--- src/rtl/pipeline_hazard_ctrl_if.sv ---
// ---------------------------------------------------------------------------
// pipeline_hazard_ctrl_if
// Bundles the hazard inputs that the pipeline reports and the stall/flush
// controls that the hazard sequencer returns.
//   master : pipeline side. Drives ID/EX/MEM hazard information and watches
//            the controls.
//   slave  : sequencer side. Reads the hazard information and drives the
//            write enables, flushes, error flag, state and perf counters.
// Signals:
//   id_rn, id_rm, id_uses_rm     ID-stage source registers, Rm-used flag
//   ex_memread, ex_rd            EX-stage load flag and destination register
//   branch_taken                 MEM-stage branch resolved taken
//   dmem_req, dmem_ready         data-memory access active / completes
//   *_write, *_flush             pipeline register load enables / bubble loads
//   dmem_err, ctrl_state         sticky timeout error, sequencer state
//   stall_cnt, flush_cnt         perf counters (CNT_W bits)
// ---------------------------------------------------------------------------
interface pipeline_hazard_ctrl_if #(
  parameter int CNT_W = 32
);
  logic [4:0]       id_rn;
  logic [4:0]       id_rm;
  logic             id_uses_rm;
  logic             ex_memread;
  logic [4:0]       ex_rd;
  logic             branch_taken;
  logic             dmem_req;
  logic             dmem_ready;
  logic             pc_write;
  logic             ifid_write;
  logic             idex_write;
  logic             exmem_write;
  logic             memwb_write;
  logic             ifid_flush;
  logic             idex_flush;
  logic             exmem_flush;
  logic             dmem_err;
  logic [1:0]       ctrl_state;
  logic [CNT_W-1:0] stall_cnt;
  logic [CNT_W-1:0] flush_cnt;

  modport master (
    output id_rn, id_rm, id_uses_rm, ex_memread, ex_rd,
           branch_taken, dmem_req, dmem_ready,
    input  pc_write, ifid_write, idex_write, exmem_write, memwb_write,
           ifid_flush, idex_flush, exmem_flush, dmem_err, ctrl_state,
           stall_cnt, flush_cnt
  );

  modport slave (
    input  id_rn, id_rm, id_uses_rm, ex_memread, ex_rd,
           branch_taken, dmem_req, dmem_ready,
    output pc_write, ifid_write, idex_write, exmem_write, memwb_write,
           ifid_flush, idex_flush, exmem_flush, dmem_err, ctrl_state,
           stall_cnt, flush_cnt
  );
endinterface

--- src/rtl/pipeline_hazard_ctrl.sv ---
// ---------------------------------------------------------------------------
// pipeline_hazard_ctrl
// Stall/flush sequencer for the 5-stage LEGv8 pipeline. Handles load-use
// bubbles, taken-branch flushes (branch resolved in MEM) and multi-cycle
// data-memory waits, with a timeout that traps a hung memory in ERROR.
// Ports:
//   clk      clock, all state on posedge
//   reset_n  synchronous active-low reset; while low all writes are 0 and
//            all flushes are 1
//   hz       pipeline_hazard_ctrl_if.slave (hazard inputs, controls out)
// Parameters:
//   TIMEOUT_CYCLES  MEM_WAIT cycles tolerated before ERROR (>=2)
//   CNT_W           perf counter width
// Optional feature: define HAZARD_PERF_EN to build the saturating
// stall_cnt / flush_cnt counters; otherwise both read as zero.
// ---------------------------------------------------------------------------
module pipeline_hazard_ctrl #(
  parameter int TIMEOUT_CYCLES = 16,
  parameter int CNT_W          = 32
) (
  input  logic                   clk,
  input  logic                   reset_n,
  pipeline_hazard_ctrl_if.slave  hz
);

  localparam int TW = $clog2(TIMEOUT_CYCLES + 1);

  typedef enum logic [1:0] {
    ST_RUN  = 2'b00,
    ST_WAIT = 2'b01,
    ST_ERR  = 2'b10
  } state_t;

  state_t          state_q, state_d;
  logic [TW-1:0]   cnt_q, cnt_d;
  logic            err_q, err_d;
  logic            load_use;
  logic            mem_stall;
  logic            release_ok;

  // X31 is XZR: a load "writing" it never creates a dependency.
  assign load_use = hz.ex_memread && (hz.ex_rd != 5'd31) &&
                    ((hz.ex_rd == hz.id_rn) ||
                     (hz.id_uses_rm && (hz.ex_rd == hz.id_rm)));

  assign mem_stall = hz.dmem_req && !hz.dmem_ready;

  // Normal hazard rules apply in RUN when memory is not holding us, and on
  // the MEM_WAIT cycle in which memory finally answers.
  assign release_ok = ((state_q == ST_RUN)  && !mem_stall) ||
                      ((state_q == ST_WAIT) && hz.dmem_ready);

  // State register
  always_ff @(posedge clk) begin
    if (!reset_n) begin
      state_q <= ST_RUN;
      cnt_q   <= '0;
      err_q   <= 1'b0;
    end else begin
      state_q <= state_d;
      cnt_q   <= cnt_d;
      err_q   <= err_d;
    end
  end

  // Next-state logic
  always_comb begin
    state_d = state_q;
    cnt_d   = cnt_q;
    err_d   = err_q;
    case (state_q)
      ST_RUN: begin
        if (mem_stall) begin
          state_d = ST_WAIT;
          cnt_d   = TW'(1);
        end
      end
      ST_WAIT: begin
        // Ready takes precedence even on the cycle the limit is reached.
        if (hz.dmem_ready) begin
          state_d = ST_RUN;
          cnt_d   = '0;
        end else if (cnt_q == TW'(TIMEOUT_CYCLES)) begin
          state_d = ST_ERR;
          err_d   = 1'b1;
        end else begin
          cnt_d = cnt_q + TW'(1);
        end
      end
      ST_ERR:  ;
      default: state_d = ST_RUN;
    endcase
  end

  // Output logic
  always_comb begin
    hz.pc_write    = 1'b0;
    hz.ifid_write  = 1'b0;
    hz.idex_write  = 1'b0;
    hz.exmem_write = 1'b0;
    hz.memwb_write = 1'b0;
    hz.ifid_flush  = 1'b0;
    hz.idex_flush  = 1'b0;
    hz.exmem_flush = 1'b0;
    if (!reset_n) begin
      hz.ifid_flush  = 1'b1;
      hz.idex_flush  = 1'b1;
      hz.exmem_flush = 1'b1;
    end else if (release_ok) begin
      hz.pc_write    = 1'b1;
      hz.ifid_write  = 1'b1;
      hz.idex_write  = 1'b1;
      hz.exmem_write = 1'b1;
      hz.memwb_write = 1'b1;
      if (hz.branch_taken) begin
        // Kill the three wrong-path instructions behind the branch.
        hz.ifid_flush  = 1'b1;
        hz.idex_flush  = 1'b1;
        hz.exmem_flush = 1'b1;
      end else if (load_use) begin
        // Hold PC and IF/ID one cycle, insert one bubble into EX.
        hz.pc_write   = 1'b0;
        hz.ifid_write = 1'b0;
        hz.idex_flush = 1'b1;
      end
    end
    // Otherwise (memory wait, error) everything stays frozen.
  end

  assign hz.dmem_err   = err_q;
  assign hz.ctrl_state = state_q;

`ifdef HAZARD_PERF_EN
  logic [CNT_W-1:0] stall_cnt_q, stall_cnt_d;
  logic [CNT_W-1:0] flush_cnt_q, flush_cnt_d;

  // exmem_flush outside reset is only ever raised by a branch flush.
  always_comb begin
    stall_cnt_d = stall_cnt_q;
    flush_cnt_d = flush_cnt_q;
    if (!hz.pc_write && (stall_cnt_q != '1)) stall_cnt_d = stall_cnt_q + CNT_W'(1);
    if (hz.exmem_flush && (flush_cnt_q != '1)) flush_cnt_d = flush_cnt_q + CNT_W'(1);
  end

  always_ff @(posedge clk) begin
    if (!reset_n) begin
      stall_cnt_q <= '0;
      flush_cnt_q <= '0;
    end else begin
      stall_cnt_q <= stall_cnt_d;
      flush_cnt_q <= flush_cnt_d;
    end
  end

  assign hz.stall_cnt = stall_cnt_q;
  assign hz.flush_cnt = flush_cnt_q;
`else
  assign hz.stall_cnt = '0;
  assign hz.flush_cnt = '0;
`endif

endmodule

--- src/flat_wrapper.sv ---
// flat-port wrapper written by rule: the top's interface ports become plain ports
module pipeline_hazard_ctrl_flat 
#(
  parameter int TIMEOUT_CYCLES = 16,
  parameter int CNT_W          = 32
)
  (clk, reset_n, hz_id_rn, hz_id_rm, hz_id_uses_rm, hz_ex_memread, hz_ex_rd, hz_branch_taken, hz_dmem_req, hz_dmem_ready, hz_pc_write, hz_ifid_write, hz_idex_write, hz_exmem_write, hz_memwb_write, hz_ifid_flush, hz_idex_flush, hz_exmem_flush, hz_dmem_err, hz_ctrl_state, hz_stall_cnt, hz_flush_cnt);
  pipeline_hazard_ctrl_if #(.CNT_W(CNT_W)) hz_i ();
  input  logic clk;
  input  logic reset_n;
  input wire logic [$bits(hz_i.id_rn)-1:0] hz_id_rn;
  input wire logic [$bits(hz_i.id_rm)-1:0] hz_id_rm;
  input wire logic [$bits(hz_i.id_uses_rm)-1:0] hz_id_uses_rm;
  input wire logic [$bits(hz_i.ex_memread)-1:0] hz_ex_memread;
  input wire logic [$bits(hz_i.ex_rd)-1:0] hz_ex_rd;
  input wire logic [$bits(hz_i.branch_taken)-1:0] hz_branch_taken;
  input wire logic [$bits(hz_i.dmem_req)-1:0] hz_dmem_req;
  input wire logic [$bits(hz_i.dmem_ready)-1:0] hz_dmem_ready;
  output wire logic [$bits(hz_i.pc_write)-1:0] hz_pc_write;
  output wire logic [$bits(hz_i.ifid_write)-1:0] hz_ifid_write;
  output wire logic [$bits(hz_i.idex_write)-1:0] hz_idex_write;
  output wire logic [$bits(hz_i.exmem_write)-1:0] hz_exmem_write;
  output wire logic [$bits(hz_i.memwb_write)-1:0] hz_memwb_write;
  output wire logic [$bits(hz_i.ifid_flush)-1:0] hz_ifid_flush;
  output wire logic [$bits(hz_i.idex_flush)-1:0] hz_idex_flush;
  output wire logic [$bits(hz_i.exmem_flush)-1:0] hz_exmem_flush;
  output wire logic [$bits(hz_i.dmem_err)-1:0] hz_dmem_err;
  output wire logic [$bits(hz_i.ctrl_state)-1:0] hz_ctrl_state;
  output wire logic [$bits(hz_i.stall_cnt)-1:0] hz_stall_cnt;
  output wire logic [$bits(hz_i.flush_cnt)-1:0] hz_flush_cnt;
  assign hz_i.id_rn = hz_id_rn;
  assign hz_i.id_rm = hz_id_rm;
  assign hz_i.id_uses_rm = hz_id_uses_rm;
  assign hz_i.ex_memread = hz_ex_memread;
  assign hz_i.ex_rd = hz_ex_rd;
  assign hz_i.branch_taken = hz_branch_taken;
  assign hz_i.dmem_req = hz_dmem_req;
  assign hz_i.dmem_ready = hz_dmem_ready;
  assign hz_pc_write = hz_i.pc_write;
  assign hz_ifid_write = hz_i.ifid_write;
  assign hz_idex_write = hz_i.idex_write;
  assign hz_exmem_write = hz_i.exmem_write;
  assign hz_memwb_write = hz_i.memwb_write;
  assign hz_ifid_flush = hz_i.ifid_flush;
  assign hz_idex_flush = hz_i.idex_flush;
  assign hz_exmem_flush = hz_i.exmem_flush;
  assign hz_dmem_err = hz_i.dmem_err;
  assign hz_ctrl_state = hz_i.ctrl_state;
  assign hz_stall_cnt = hz_i.stall_cnt;
  assign hz_flush_cnt = hz_i.flush_cnt;
  pipeline_hazard_ctrl #(.TIMEOUT_CYCLES(TIMEOUT_CYCLES), .CNT_W(CNT_W)) u_core (.clk(clk), .reset_n(reset_n), .hz(hz_i));
endmodule
--- config.mk ---
export PLATFORM = sky130hd
export DESIGN_NAME = pipeline_hazard_ctrl_flat
export DESIGN_NICKNAME = d
export VERILOG_FILES = /design/src/rtl/pipeline_hazard_ctrl_if.sv /design/src/rtl/pipeline_hazard_ctrl.sv /design/src/flat_wrapper.sv
export SDC_FILE = /design/constraint.sdc
export NUM_CORES = 1
export LEC_CHECK = 0
export CAP_MARGIN = 10
export CORE_MARGIN = 3
export CORE_UTILIZATION = 29
export DETAILED_ROUTE_END_ITERATION = 7
export GPL_ROUTABILITY_DRIVEN = 0
export GPL_TIMING_DRIVEN = 1
export PLACE_DENSITY = 0.88
export SLEW_MARGIN = 20
export SYNTH_ARGS = -nofsm -noshare
export SYNTH_HDL_FRONTEND = slang
export SYNTH_SLANG_ARGS = --single-unit
--- constraint.sdc ---
create_clock -name clk -period 1.8 [get_ports clk]
set_input_delay 0.45 -clock clk [delete_from_list [all_inputs] [get_ports clk]]
set_output_delay 0.45 -clock clk [all_outputs]
set_load 0.01 [all_outputs]
Word-level counts from Yosys, hierarchy flattened
Index checks and enable logic that the tools add are counted.

Add/sub/neg operators: 1. Equality and inequality tests: 9. Muxes and demuxes: 21. Bitwise gates (word level): 2. Reductions and logical operators: 15.

Operator list (count): 5-bit 2-to-1 mux (3); 1-bit 2-to-1 mux (13); 5-bit equality test (2); 5-bit one-hot mux with 2 select lines (1); 3-bit AND reduction (3); 1-bit logical AND (6); 2-bit 2-to-1 mux (3); 3-bit inequality test (second input constant) (2); 2-bit one-hot mux with 3 select lines (1); 5-bit by 1-bit adder with 5-bit output (second input constant) (1); 5-bit equality test (second input constant) (1); 5-bit inequality test (second input constant) (1); 2-bit by 1-bit equality test with 1-bit output (second input constant) (1); 2-bit equality test (second input constant) (1); 1-bit zero test (2); 2-bit zero test (1); 1-bit logical OR (2); 2-bit by 1-bit inequality test with 1-bit output (second input constant) (1); 1-bit NOT (2); 2-bit nonzero test (1).

Bits in registers: 8. Word-level logic and storage cells: 51.

Longest topological paths before layout
Gate-level depths: netlist of run 1.

Depth in word-level cells: 8. Mapped depth: 6.

Least setup slack after synthesis of run 1
OpenSTA, ideal clock, no wires.

Path type: in2out. Start: in hz_ex_rd[3]. End: out hz_pc_write. Arrival: 1.470 ns. Required time: 1.350 ns. Slack: -0.120 ns. Cell stages on the path: 5. Buffers on the path: 1. Cell sequence: xor2_1 > nor4_1 > a32oi_1 > o31a_1 > buf_4.

Longest elaborated chain between the ends: 8.

Ends and longest elaborated chain: start, declared (line flat_wrapper.sv:15) `input wire logic [$bits(hz_i.ex_rd)-1:0] hz_ex_rd;`; 5-bit equality test (line pipeline_hazard_ctrl.sv:44) `(hz.id_uses_rm && (hz.ex_rd == hz.id_rm)));`; 1-bit logical AND (line pipeline_hazard_ctrl.sv:44); 1-bit logical OR (line pipeline_hazard_ctrl.sv:43) `((hz.ex_rd == hz.id_rn) ||`; 1-bit logical AND (*) (line pipeline_hazard_ctrl.sv:42) `assign load_use = hz.ex_memread && (hz.ex_rd != 5'd31) &&`; 1-bit 2-to-1 mux (*) (4 in series); end, declared (line flat_wrapper.sv:19) `output wire logic [$bits(hz_i.pc_write)-1:0] hz_pc_write;`.

Every way passes the cells marked *; elsewhere a longest branch is shown, timed or not.

Final worst setup path of run 1
Start: in hz_id_rm[2]. End: out hz_ifid_write.

Longest elaborated chain between the ends: 8.

Ends and longest elaborated chain: start, declared (line flat_wrapper.sv:12) `input wire logic [$bits(hz_i.id_rm)-1:0] hz_id_rm;`; 5-bit equality test (line pipeline_hazard_ctrl.sv:44); 1-bit logical AND (line pipeline_hazard_ctrl.sv:44); 1-bit logical OR (line pipeline_hazard_ctrl.sv:43); 1-bit logical AND (line pipeline_hazard_ctrl.sv:42); 1-bit 2-to-1 mux (line pipeline_hazard_ctrl.sv:120) `end else if (load_use) begin`; 1-bit 2-to-1 mux (line pipeline_hazard_ctrl.sv:115) `if (hz.branch_taken) begin`; 1-bit 2-to-1 mux (line pipeline_hazard_ctrl.sv:109) `end else if (release_ok) begin`; 1-bit 2-to-1 mux (line pipeline_hazard_ctrl.sv:105) `if (!reset_n) begin`; end, declared (line flat_wrapper.sv:20) `output wire logic [$bits(hz_i.ifid_write)-1:0] hz_ifid_write;`.

Every way passes these cells.

==> results of run 1 <==
## state kept, by name, summed over array words and instances (netlist names)
signal	cells
u_core.hz.dmem_err	1
u_core.cnt_q	5
u_core.hz.ctrl_state	2
## cell usage in the layout, fill, tap and decap left out, types with 2 or more instances in the layout
master,count
sky130_fd_sc_hd__ha_1,2
sky130_fd_sc_hd__buf_6,7
sky130_fd_sc_hd__nand2_1,3
sky130_fd_sc_hd__o21a_1,3
sky130_fd_sc_hd__clkdlybuf4s15_1,3
sky130_fd_sc_hd__xor2_1,11
sky130_fd_sc_hd__a21oi_1,2
sky130_fd_sc_hd__buf_4,13
sky130_fd_sc_hd__nor3_1,3
sky130_fd_sc_hd__clkdlybuf4s50_1,6
sky130_fd_sc_hd__o211ai_1,2
sky130_fd_sc_hd__nor2_1,5
sky130_fd_sc_hd__conb_1,64
sky130_fd_sc_hd__dlygate4sd2_1,6
sky130_fd_sc_hd__o21ai_0,6
sky130_fd_sc_hd__clkbuf_2,3
sky130_fd_sc_hd__buf_2,8
sky130_fd_sc_hd__nand3_1,2
sky130_fd_sc_hd__o2111ai_1,2
sky130_fd_sc_hd__inv_1,6
sky130_fd_sc_hd__dfxtp_1,8
sky130_fd_sc_hd__and2_1,2
sky130_fd_sc_hd__clkbuf_8,3
## power by group
group          switching, W  internal, W
clock network     0.0000755     0.000145
logic              0.000132    0.0000887
registers        0.00000251     0.000181
total              0.000210     0.000415
## critical path, delay by kind of cell
kind	cells	cell delay (ps)
AO/OA/AOI/OAI	2	460
XOR/XNOR	1	150
buffers and inverters	2	230
AND/OR/NAND/NOR	1	310
## routing by layer
layer | vias to the layer above | share of wire (%)
li1 | 423 | -
met1 | 394 | 30
met2 | 56 | 58
met3 | 2 | 12
met4 | 0 | 0.18
met5 | - | 0
## cells in the mapped netlist, types with 2 or more instances
| library cell | n |
|---|---|
| sky130_fd_sc_hd__xor2_1 | 11 |
| sky130_fd_sc_hd__dfxtp_1 | 8 |
| sky130_fd_sc_hd__a21oi_1 | 2 |
| sky130_fd_sc_hd__inv_1 | 6 |
| sky130_fd_sc_hd__nor2_1 | 6 |
| sky130_fd_sc_hd__o21a_1 | 3 |
| sky130_fd_sc_hd__o21ai_0 | 6 |
| sky130_fd_sc_hd__buf_4 | 68 |
| sky130_fd_sc_hd__nor3_1 | 3 |
| sky130_fd_sc_hd__o211ai_1 | 2 |
| sky130_fd_sc_hd__and2_1 | 3 |
| sky130_fd_sc_hd__nand2_1 | 3 |
| sky130_fd_sc_hd__ha_1 | 2 |
| sky130_fd_sc_hd__o2111ai_1 | 2 |
| sky130_fd_sc_hd__nand3_1 | 2 |
## logic make-up (layout without fill, tap and decap cells)
| logic type | Yosys count | count (layout) | synth area share (%) |
|---|---|---|---|
| adder cells (fa/ha/maj) | 2 | 2 | 2.25 |
| AO/OA/AOI/OAI | 19 | 19 | 11.9 |
| AND/OR/NAND/NOR | 24 | 24 | 12.5 |
| buffers and inverters | 75 | 55 | 48.3 |
| other | 1 | 64 | 0.337 |
| multiplexers | 1 | 1 | 0.900 |
| XOR/XNOR | 12 | 12 | 9.45 |
| flip-flops | 8 | 8 | 14.4 |
## area by class of cell
type,instances,area [um2],share of cell area (%)
clock buffer,3,41.3,3.11
inverter,6,22.5,1.70
multi-input combinational,122,671,50.6
sequential,8,160,12.1
tap,46,57.6,4.34
timing repair buffer,46,374,28.2
## final timing paths
path                      start                  to  slack (ps)  depth (start not counted)
max reg2reg     u_core.cnt_q[0]     u_core.cnt_q[1]         280                          7
min          u_core.hz.dmem_err  u_core.hz.dmem_err         490                          1
min reg2reg  u_core.hz.dmem_err  u_core.hz.dmem_err         490                          1
max                 hz_id_rm[2]       hz_ifid_write        -250                          6
## stage by stage
stage | cells | power [W] | setup slack, ps | setup TNS, ps
floorplan | 205 | 0.000415 | -120 | -120
global placement | 226 | 0.000410 | -997 | -6230
detailed placement | 226 | 0.000414 | -1010 | -6580
CTS | 230 | 0.000618 | -262 | -651
global route | 231 | 0.000658 | -310 | -818
finish | 231 | 0.000626 | -253 | -637
## what timing repair did
item / 4_1_cts / 5_1_grt
gates resized for setup: 81 / 8
setup buffers: 1 / 1
pin swaps: 17 / 7
setup endpoints to repair: 8 / 8
==> implementation parameters, run 1 <==
Parameter                              Value

Status
  Run status    finished, violations left
  Failing checks    setup timing

Worst setup path
  Biggest fanout along the worst timing path    2
  Path type of the worst setup path    in -> out
  CP max stage cell    sky130_fd_sc_hd__nor4_2
  Maximum single-stage delay on the critical path    310 ps
  Kind of start point of the critical path    input pin
  Data arrival time of the critical path    1600 ps
  Required time at the worst-slack endpoint    1350 ps
  Cells along the critical path    buf_6, xor2_1, nor4_2, a32oi_2, o31a_1, buf_2
  CP Capture Type    primary output

Floorplanning
  Initial Utilization    31.6%
  Num rows    21
  Die extent in y    67.9 um
  Area of the placeable core    0.00352 mm2
  Chip Width    67.9 um
  Total die area    0.00461 mm2
  Boundary pin count    97

Clock network
  Number of levels in the clock H-tree    1
  CTS root buf    sky130_fd_sc_hd__clkbuf_8
  Clk buf depth    2
  CTS clock-pin slew for the worst setup and hold paths    40 ps
  Number of buffers created by CTS    3
  CTS tree    yes
  Clock sink count    8
  Worst skew pair latency    230 ps
  Hold_buf cts    0

Synthesis
  Count of warnings emitted by yosys    0
  Top cell type's share of synthesized area    45.9%
  Post-synth cell types    30
  Synthesized cell area    0.00111 mm2
  Synthesized area divided by synthesized cell count    7.83 um2
  Largest cells by area after synthesis    sky130_fd_sc_hd__buf_4, sky130_fd_sc_hd__dfxtp_1, sky130_fd_sc_hd__xor2_1
  Number of synthesized flops with an enable pin    0
  Async S/R FF share, synth    0%
  Syn Inst Count    142
  Post-synth top area cell    sky130_fd_sc_hd__buf_4
  Sequential area share after synthesis    14.4%
  Count of state elements after synthesis    8
  Top FF cell, synth    sky130_fd_sc_hd__dfxtp_1

Place
  Number of buffers added on ports    32
  Total placed instance area    0.00130 mm2
  Post-DP HPWL    1960 um

Layout
  Area of all placed cells without fillers    0.00133 mm2
  Utilization after layout    37.7%
  Net count, final    211
  Filler cell count in the final layout    381
  Number of antenna repair diodes    0
  Proportion of layout cells with a drive suffix above 1    22.7%
  Synthesis-to-layout area growth    19.2%

Routing
  Vias after detailed routing    875
  Detailed-route wire length per cell    9.61 um
  DR vias/cell    3.79
  Final Routed Wirelength    2220 um
  First drt pass iteration count    4
  Number of remaining DRC errors    0
  Violation count after the first detailed-route iteration    43
  Number of antenna-violating nets in the routed design    0

Global route
  Wire length of the first global-routing pass    2910 um
  Global-route usage over all layers    8.21%
  Pin count of the biggest net entering global routing    9
  Number of global-route vias before repair    721
  Number of antenna violations at the first check in global routing    0
  Global-route met2 utilization    16.8%
  Met1 track utilization from global routing    7.80%
  Most Crowded Layer GR    met2
  Met3 track demand over resource    2.63%
  GR Overflow Total    0

STA
  Maximum achievable frequency    0.487 GHz
  Worst Hold Slack    487 ps
  Number of setup violations in the final report    3
  Setup clock skew after layout    5.03 ps
  Final number of max-transition violations    0
  Unrepaired setup endpoints after global routing    yes
  Fin crit share    114%
  Least setup slack across all paths after layout    -253 ps
  Number of hold violations in the final report    0
  Period minus WS final    2050 ps

Min path
  Worst min-delay path category    reg -> reg

Power and ir drop
  Leak Pwr    0.670 nW
  Power per cell area    472 mW/mm2
  Worst-case vdd ir drop    182 uV

Job
  Number of max-cap violations    0
No activity file was read; power rests on OpenSTA's default activity.
==> inputs of run 2 (changes only) <==
--- a/config.mk
+++ b/config.mk
@@ -5,6 +5,7 @@
 export SDC_FILE = /design/constraint.sdc
 export NUM_CORES = 1
 export LEC_CHECK = 0
+export ABC_CLOCK_PERIOD_IN_PS = 1800
 export CAP_MARGIN = 10
 export CORE_MARGIN = 3
 export CORE_UTILIZATION = 29
==> results of run 2 <==
Same layout as run 1: the final DEF is identical, and so are final timing and power.
